[config.mk]
export PLATFORM = sky130hd
export DESIGN_NAME = sd_dac_tx
export DESIGN_NICKNAME = d
export VERILOG_FILES = /design/src/rtl/sd_dac_tx.sv
export SDC_FILE = /design/constraint.sdc
export NUM_CORES = 1
export LEC_CHECK = 0
export BUFFER_PORTS_ARGS = -buffer_cell sky130_fd_sc_hd__buf_4
export CORE_ASPECT_RATIO = 0.75
export CORE_MARGIN = 1.5
export CORE_UTILIZATION = 61
export CTS_CLUSTER_DIAMETER = 100
export CTS_CLUSTER_SIZE = 24
export DETAILED_ROUTE_END_ITERATION = 16
export PLACE_DENSITY = 0.79
export SYNTH_ARGS = -nofsm -noshare
export SYNTH_HDL_FRONTEND = slang
export SYNTH_SLANG_ARGS = --single-unit
[constraint.sdc]
create_clock -name clk -period 3.1 [get_ports clk]
set_clock_uncertainty 0.05 [all_clocks]
set_input_delay 0 -clock clk [delete_from_list [all_inputs] [get_ports clk]]
set_output_delay 0 -clock clk [all_outputs]
set_load 0.02 [all_outputs]
[src/rtl/sd_dac_tx.sv]
// Generic sample FIFO: power-of-two depth, occupancy counter, combinational head read.
// Latency: a pushed entry is visible at the head one clock after the push edge (no bypass).
// Backpressure: push_rdy drops while full; pop must only be requested while non-empty.
module sd_dac_fifo #(
    parameter int W     = 16,
    parameter int DEPTH = 4
) (
    input  logic                     clk,
    input  logic                     rst_n,
    input  logic                     push_vld,
    input  logic [W-1:0]             push_dat,
    output logic                     push_rdy,
    input  logic                     pop_vld,
    output logic [W-1:0]             pop_dat,
    output logic                     empty,
    output logic [$clog2(DEPTH):0]   level
);
    localparam int AW = $clog2(DEPTH);
    localparam logic [AW:0] FULL_CNT = (AW+1)'(DEPTH);

    logic [W-1:0]  mem [DEPTH];
    logic [AW-1:0] wr_ptr;
    logic [AW-1:0] rd_ptr;
    logic [AW:0]   count;
    logic          push;

    assign push_rdy = (count != FULL_CNT);
    assign push     = push_vld && push_rdy;
    assign empty    = (count == '0);
    assign pop_dat  = mem[rd_ptr];
    assign level    = count;

    // Storage array; contents need no reset because count gates every read.
    always_ff @(posedge clk) begin
        if (push) begin
            mem[wr_ptr] <= push_dat;
        end
    end

    // Pointers wrap naturally at the power-of-two depth; simultaneous push+pop keeps count.
    always_ff @(posedge clk or negedge rst_n) begin
        if (!rst_n) begin
            wr_ptr <= '0;
            rd_ptr <= '0;
            count  <= '0;
        end else begin
            if (push) begin
                wr_ptr <= wr_ptr + AW'(1);
            end
            if (pop_vld) begin
                rd_ptr <= rd_ptr + AW'(1);
            end
            case ({push, pop_vld})
                2'b10:   count <= count + (AW+1)'(1);
                2'b01:   count <= count - (AW+1)'(1);
                default: count <= count;
            endcase
        end
    end
endmodule

// First-order sigma-delta 1-bit DAC: plays each queued sample for SAMPLE_DIV clocks on pdm_out.
// Latency: sample pushed in cycle T loads at edge T+1, first pdm bit is driven after edge T+2.
// Backpressure: s_ready = !fifo_full; an empty FIFO at a sample boundary repeats the last sample.
module sd_dac_tx #(
    parameter int DATA_BITS  = 16,
    parameter int FIFO_DEPTH = 4,
    parameter int SAMPLE_DIV = 1024
) (
    input  logic                          clk,
    input  logic                          rst_n,
    input  logic                          enable,
    input  logic [DATA_BITS-1:0]          s_data,
    input  logic                          s_valid,
    output logic                          s_ready,
    output logic                          pdm_out,
    output logic                          underrun,
    output logic [$clog2(FIFO_DEPTH):0]   fill_level,
    output logic                          busy
);
    localparam int DIV_W = $clog2(SAMPLE_DIV);
    localparam logic [DIV_W-1:0] DIV_LAST = DIV_W'(SAMPLE_DIV - 1);

    typedef enum logic {
        IDLE = 1'b0,
        RUN  = 1'b1
    } state_t;

    state_t                 state;
    logic [DATA_BITS-1:0]   acc;
    logic [DATA_BITS-1:0]   cur;
    logic [DIV_W-1:0]       div;
    logic [DATA_BITS:0]     sum;
    logic                   boundary;
    logic                   fifo_empty;
    logic                   fifo_pop;
    logic [DATA_BITS-1:0]   fifo_dat;

    sd_dac_fifo #(
        .W     (DATA_BITS),
        .DEPTH (FIFO_DEPTH)
    ) u_fifo (
        .clk      (clk),
        .rst_n    (rst_n),
        .push_vld (s_valid),
        .push_dat (s_data),
        .push_rdy (s_ready),
        .pop_vld  (fifo_pop),
        .pop_dat  (fifo_dat),
        .empty    (fifo_empty),
        .level    (fill_level)
    );

    // Carry out of the accumulator is the next pulse-density bit.
    assign sum      = {1'b0, acc} + {1'b0, cur};
    assign boundary = (state == RUN) && (div == DIV_LAST);
    // Loads happen on leaving IDLE or at a sample boundary; a falling enable suppresses both.
    assign fifo_pop = enable && !fifo_empty && ((state == IDLE) || boundary);

    // Modulator FSM: IDLE holds everything at zero, RUN integrates cur and steps the sample divider.
    always_ff @(posedge clk or negedge rst_n) begin
        if (!rst_n) begin
            state    <= IDLE;
            acc      <= '0;
            cur      <= '0;
            div      <= '0;
            pdm_out  <= 1'b0;
            underrun <= 1'b0;
            busy     <= 1'b0;
        end else begin
            underrun <= 1'b0;
            case (state)
                IDLE: begin
                    acc     <= '0;
                    div     <= '0;
                    pdm_out <= 1'b0;
                    if (enable && !fifo_empty) begin
                        cur   <= fifo_dat;
                        state <= RUN;
                        busy  <= 1'b1;
                    end
                end
                RUN: begin
                    if (!enable) begin
                        state   <= IDLE;
                        busy    <= 1'b0;
                        acc     <= '0;
                        cur     <= '0;
                        div     <= '0;
                        pdm_out <= 1'b0;
                    end else begin
                        // acc keeps its residue across boundaries so long-term density stays exact.
                        acc     <= sum[DATA_BITS-1:0];
                        pdm_out <= sum[DATA_BITS];
                        if (boundary) begin
                            div <= '0;
                            if (!fifo_empty) begin
                                cur <= fifo_dat;
                            end else begin
                                underrun <= 1'b1;
                            end
                        end else begin
                            div <= div + DIV_W'(1);
                        end
                    end
                end
                default: begin
                    state <= IDLE;
                    busy  <= 1'b0;
                end
            endcase
        end
    end
endmodule

Yosys cells after proc, flatten, opt, wreduce, memory -nomap -nowiden
Memories as Yosys holds them, arrays and structs flattened.
Cells that the tools add are included.
{ "classes": {"add_sub_neg": 6, "eq_ne": 8, "mux": 25, "n_bitwise": 1, "n_reduce_logical": 10} }
{ "ops": {"columns": ["cell", "count"], "rows": [
  ["$mux W16", 5],
  ["$pmux W16 S2", 2],
  ["$mux W10", 2],
  ["$pmux W10 S2", 1],
  ["$add A16 B16 Y17", 1],
  ["$mux W1", 11],
  ["$add A10 B1 Y10 const B", 1],
  ["$eq A10 B10 Y1 const B", 1],
  ["$ne A3 B3 Y1 const B", 2],
  ["$pmux W1 S2", 3],
  ["$pmux W3 S2", 1],
  ["$add A2 B1 Y2 const B", 2],
  ["$logic_and A1 B1 Y1", 4],
  ["$add A3 B1 Y3 const B", 1],
  ["$logic_not A3 Y1", 1],
  ["$ne A3 B2 Y1 const B", 1],
  ["$reduce_and A3 Y1", 1],
  ["$sub A3 B1 Y3 const B", 1],
  ["$eq A2 B1 Y1 const B", 1],
  ["$eq A2 B2 Y1 const B", 1],
  ["$ne A2 B1 Y1 const B", 1],
  ["$ne A2 B2 Y1 const B", 1],
  ["$reduce_and A2 Y1", 1],
  ["$reduce_bool A2 Y1", 1],
  ["other kinds (3)", 3]
]} }
{ "totals": {"ff_bits": 53, "ram_bits": 64, "inputBits": 20, "out_inout_bits": 7, "elab_cells": 61, "mem_count": 1} }
{ "memory_table": {"columns": ["memory", "words", "width", "rd", "rd_ports_with_merged_regs", "write_ports", "line", "source"], "rows": [
  ["u_fifo.mem", 4, 16, 1, 0, 1, "21", "logic [W-1:0] mem [DEPTH];"]
]} }

Logic depth before layout (Yosys ltp)
{ "depth": {"ltp_word": 6, "mapped_depth": 10} }

Modules after synthesis
Synthesis repeated with hierarchy kept, for this count alone.
{ "unflattened": {"cells_unflattened": 385, "hier_area_um2": 5312.6} }
{ "by_module_without_submodules": {"columns": ["mod", "n_inst", "cells_each", "area_per_inst_um2", "seq_area_each_um2"], "rows": [
  ["sd_dac_fifo", 1, 120, 2727.6, 2097.0],
  ["sd_dac_tx", 1, 265, 2585.0, 1151.1]
]} }

Worst setup path after synthesis
Ideal clock, no wire load.
{ "synth_timing": {"path_type": "reg2reg", "from": "register u_fifo.count[0] (netlist: u_fifo.level[0])", "to": "register u_fifo.count[2] (netlist: u_fifo.level[2])", "arrival_time_ps": 2148, "t_required_ps": 2970, "path_slack_ps": 823, "stages_incl_launch_ff": 11, "n_path_buf": 0, "period_less_slack_ps": 2277, "cell_sequence": "dfrtp_1 -> inv_1 -> nand3_1 -> and2_1 -> inv_1 -> ha_1 -> inv_1 -> fa_1 -> xor2_1 -> nor2_1 -> xor2_1"} }
{ "synth_via": {"word_cells_on_any_way": 12} }
{ "synth_rtl": {"columns": ["element", "line", "source"], "rows": [
  ["from (decl)", "24", "logic [AW:0] count;"],
  ["from (signal assigned)", "54", "2'b10: count <= count + (AW+1)'(1);"],
  ["from (signal assigned)", "55", "2'b01: count <= count - (AW+1)'(1);"],
  ["from (signal assigned)", "56", "default: count <= count;"],
  ["$ne A3 B3 Y1 (*)", "27", "assign push_rdy = (count != FULL_CNT);"],
  ["net s_ready", "75", "output logic s_ready,"],
  ["$logic_and A1 B1 Y1 (*)", "28", "assign push = push_vld && push_rdy;"],
  ["$eq A2 B1 Y1 or $eq A2 B2 Y1 (tied branches)", "53", "case ({push, pop_vld})"],
  ["$pmux W3 S2 or $reduce_bool A2 Y1 (tied branches)", null, null]
]} }
The timed path passes the listed nets; every way through them passes the cells marked *.
A chain may end at the register's enable or synchronous reset.

Worst setup path in the final report
{ "layout_timing": {"from": "register cur[0]", "to": "register acc[14]"} }
{ "layout_via": {"elab_chain_len": 3} }
{ "layout_rtl": {"columns": ["element", "line", "source"], "rows": [
  ["from (decl)", "91", "logic [DATA_BITS-1:0] cur;"],
  ["from (signal assigned)", "138", "cur <= fifo_dat;"],
  ["from (signal assigned)", "158", "cur <= fifo_dat;"],
  ["$add A16 B16 Y17", "115", "assign sum = {1'b0, acc} + {1'b0, cur};"],
  ["$mux W16", "144", "if (!enable) begin"],
  ["$pmux W16 S2", "132", "case (state)"],
  ["to (signal assigned)", "153", "acc <= sum[DATA_BITS-1:0];"],
  ["to (decl)", "90", "logic [DATA_BITS-1:0] acc;"]
]} }
No other way between the ends.

==> results.tsv <==
stage	metric	value	unit
status	status	finished, final reports clean	
die	ios	27	
finish	area.growth.synth_to_final	19.6	%
worst_setup_path	critPathTopFamily	compound AO/OA/AOI/OAI gates	
routing	antenna_left	0	
logic_synthesis	mappedNetlistNets	417	
cts	post_cts_buffers	0	
sta	setup-tns-final	0	ns
worst_setup_path	timing.critical_path.required	3.32	ns
sta	minimum_hold_slack	0.122	ns
logic_synthesis	summed_instance_area_of_the_synthesized_netlist	0.00534	sq mm
place	numPlacedInstances	498	
grt	grt_start_max_net_pins	54	
place	port-buffer-count	26	
power_and_ir_drop	total_power_draw	6.44	mW
worst_setup_path	worst_path_max_delay_cell	sky130_fd_sc_hd__a2111oi_0	
place	gp_congestion	0.843	
logic_synthesis	synth_top_area_cell	sky130_fd_sc_hd__edfxtp_1	
cts	cts_tree	yes	
sta	finalCriticalPeriod	2.59	ns
logic_synthesis	synth_top_flop_cell	sky130_fd_sc_hd__edfxtp_1	
die	rows	29	
routing	drt_iter0_markers	268	
logic_synthesis	yosys.cell_types.count	48	
job	drv.max_cap_violation_count	0	
cts	cts_resized	0	
worst_setup_path	path_buf_inv	1	
sta	layout_worst_path_cycle_share	83.5	%
sta	relSlewSlack	42.8	%
routing	route.final.wire_length	10900	microns
die	floorplan.die_area	0.00934	sq mm
cts	cts_buffers	17	
sta	fin_ws	0.512	ns
power_and_ir_drop	power.density_cell_area	1010	mW/mm^2
logic_synthesis	synthCells	373	
worst_setup_path	timing.critical_path.cells	ha_1 -> inv_1 -> fa_1 -> nor2b_1 -> o2111ai_1 -> a2111oi_0 -> o21ai_0 -> nor3b_1	
worst_setup_path	reg2reg_depth	8	
cts	clk_root_buffer_cell	sky130_fd_sc_hd__clkbuf_16	
routing	drt_first_pass_iters	4	
finish	antenna_cells_inserted	0	
cts	cts_htree_levels	4	
cts	tritoncts_num_sinks	117	
finish	fillerInstances	495	
worst_setup_path	timing.critical_path.arrival	2.81	ns
worst_setup_path	critPathCaptureType	flop	
finish	mostFrequentLayoutCells	sky130_fd_sc_hd__edfxtp_1 (64), sky130_fd_sc_hd__dfrtp_1 (53), sky130_fd_sc_hd__buf_4 (29), sky130_fd_sc_hd__ha_1 (22), sky130_fd_sc_hd__nand2_1 (20)	
sta	clock.fmax	0.386	GHz
power_and_ir_drop	peak_supply_drop	824	uV
worst_setup_path	crit-reg2reg-capture	acc[14]	
die	floorplan.die.width	111	microns
die	placeableCoreArea	0.00849	sq mm
worst_setup_path	highest_cell_delay_on_the_worst_timing_path	0.62	ns
die	starting_density	62.9	%
sta	slew_violations	0	
routing	drt_drc_violations_left	0	
sta	grt_setup_unrepaired	false	
routing	wl_per_cell	19.9	microns
worst_setup_path	cp_max_fo	5	
worst_setup_path	worst-r2r-setup-slack	0.51	ns
power_and_ir_drop	leakage	2.66	nW
cts	worstSkewPairLatency	0.42	ns
worst_setup_path	critical_path.reg2reg.startpoint	cur[0]	
logic_synthesis	synth-edff-count	64	
logic_synthesis	synth.yosys.warnings	0	
logic_synthesis	yosys_register_bits	117	
grt	grt_first_pass_wirelength	18000	microns
logic_synthesis	synth_top_area_share	36.0	%
grt	groute.usage.overall	26.0	%
worst_setup_path	type_of_origin_of_the_critical_path	flop	
routing	avgViaCountPerCell	5.94	
cts	clkTransAtPathRegs	0.05	ns
place	dpl.hpwl	6390	microns
logic_synthesis	synth_area_per_cell	14.3	sq um
finish	layout_commonest_cell	sky130_fd_sc_hd__edfxtp_1	
worst_setup_path	crit_type	reg -> reg	
grt	grt_antenna_before_repair	0	
finish	final_layout_size_suffix_gt1_share	21.3	%
sta	hold_viol	0	
logic_synthesis	seq_area_frac_synth	60.8	%
min_path	holdCritPathClass	in -> async	
grt	vias_in_the_first_global_route	3457	
sta	report.final.setup_viol	0	
routing	route.vias.total	3261	
logic_synthesis	synth.top_cells.by_area	sky130_fd_sc_hd__edfxtp_1 (36%), sky130_fd_sc_hd__dfrtp_1 (25%), sky130_fd_sc_hd__mux4_2 (6.7%), sky130_fd_sc_hd__ha_1 (5.2%), sky130_fd_sc_hd__mux2_4 (2.5%)	
place	post-place-ws	0.621	ns
finish	finalNetCount	472	
finish	finish.cell_count_without_fillers	549	
sta	tightest_slew	0.858	ns
die	die-height	84.1	microns
logic_synthesis	asyncSetResetFlopFracSynth	45.3	%
grt	grt_remaining_overflow	0	
cts	clockBufferDepth	2	
-- per-layer routing --
metal	vias up	routed length [microns]	global-route usage, %
met4	0	274	10.8
met3	24	617	7.12
li1	1499	-	-
met2	127	5280	40.9
met1	1611	4760	34.6
met5	-	0	0
-- sequential cells by signal (all words and copies together), names as in the netlist --
name           flops
div               10
state              1
acc               16
u_fifo.wr_ptr      2
underrun           1
busy               1
pdm_out            1
u_fifo.level       3
cur               16
u_fifo.mem        64
u_fifo.rd_ptr      2
-- through the flow --
step	utilization [%]	area, sq um
global placement	66.2	5620
detailed placement	66.2	5620
finish	75.3	6390
global route	75.3	6390
CTS	75.3	6390
floorplan	-	5340
-- final cells by class --
| type | instances | area, sq um | area share [%] |
|---|---|---|---|
| Multi-Input combinational cell | 230 | 1970 | 30.8 |
| Clock inverter | 15 | 155 | 2.43 |
| Sequential cell | 117 | 3250 | 50.8 |
| Timing Repair Buffer | 48 | 408 | 6.38 |
| Clock buffer | 17 | 425 | 6.66 |
| Tap cell | 108 | 135 | 2.11 |
| Inverter | 14 | 52.6 | 0.822 |
-- worst max path at each step --
stage | from | end | slack (ns) | cells after the start
after global placement | div[0] | u_fifo.level[2] | 0.77 | 10
final | cur[0] | acc[14] | 0.51 | 8
after CTS | cur[0] | acc[14] | 0.55 | 8
after floorplan | u_fifo.level[0] | u_fifo.level[2] | 0.82 | 10
after global routing | cur[0] | acc[14] | 0.30 | 8
after detailed placement | cur[0] | acc[14] | 0.62 | 8
-- logic make-up (layout without fill, tap and decap cells) --
family	after synthesis	in the layout	synth area share, %
DFF	117	117	60.8
muxes	35	35	11.3
and+or+nand+nor	104	104	10.4
AOI/OAI and AO/OA	47	47	5.93
adders and majority gates	24	24	5.90
buffers and inverters	26	94	2.41
xor gates and xnor gates	20	20	3.28
-- repair_timing --
action	4_1_cts	5_1_grt
endpoints found under the setup margin	0	0
hold buffers	19	0
hold endpoints to repair	124	0
-- power by group --
group          leakage [nW]  total, mW  switching, mW  internal, mW
Sequential             1.27       2.35          0.266          2.09
Clock                 0.272       1.92          0.736          1.18
Combinational          1.11       2.16           1.15          1.01
Total                  2.66       6.44           2.16          4.28
-- synth_stat cells (2+ instances only) --
cell                       count
sky130_fd_sc_hd__mux2i_1       4
sky130_fd_sc_hd__o22ai_1       2
sky130_fd_sc_hd__mux2_4        9
sky130_fd_sc_hd__inv_1        14
sky130_fd_sc_hd__o211ai_1      2
sky130_fd_sc_hd__o21a_1        2
sky130_fd_sc_hd__and4_1        3
sky130_fd_sc_hd__a21o_1        7
sky130_fd_sc_hd__o21bai_1      2
sky130_fd_sc_hd__fa_1          2
sky130_fd_sc_hd__mux2_2        6
sky130_fd_sc_hd__nor3b_1       3
sky130_fd_sc_hd__nor3_1        9
sky130_fd_sc_hd__and2_1        3
sky130_fd_sc_hd__nand2b_1      6
sky130_fd_sc_hd__nor2b_1      18
sky130_fd_sc_hd__a21oi_1      14
sky130_fd_sc_hd__nand4_1       2
sky130_fd_sc_hd__nand2_1      20
sky130_fd_sc_hd__xor2_1       10
sky130_fd_sc_hd__dfrtp_1      53
sky130_fd_sc_hd__buf_2         5
sky130_fd_sc_hd__edfxtp_1     64
sky130_fd_sc_hd__clkbuf_1      3
sky130_fd_sc_hd__a211oi_1      4
sky130_fd_sc_hd__nor2_1       19
sky130_fd_sc_hd__o21ai_0       6
sky130_fd_sc_hd__ha_1         22
sky130_fd_sc_hd__xnor2_1      10
sky130_fd_sc_hd__and3_1        8
sky130_fd_sc_hd__nand3_1       9
sky130_fd_sc_hd__mux4_2       16
No activity file was read; power rests on OpenSTA's default activity.
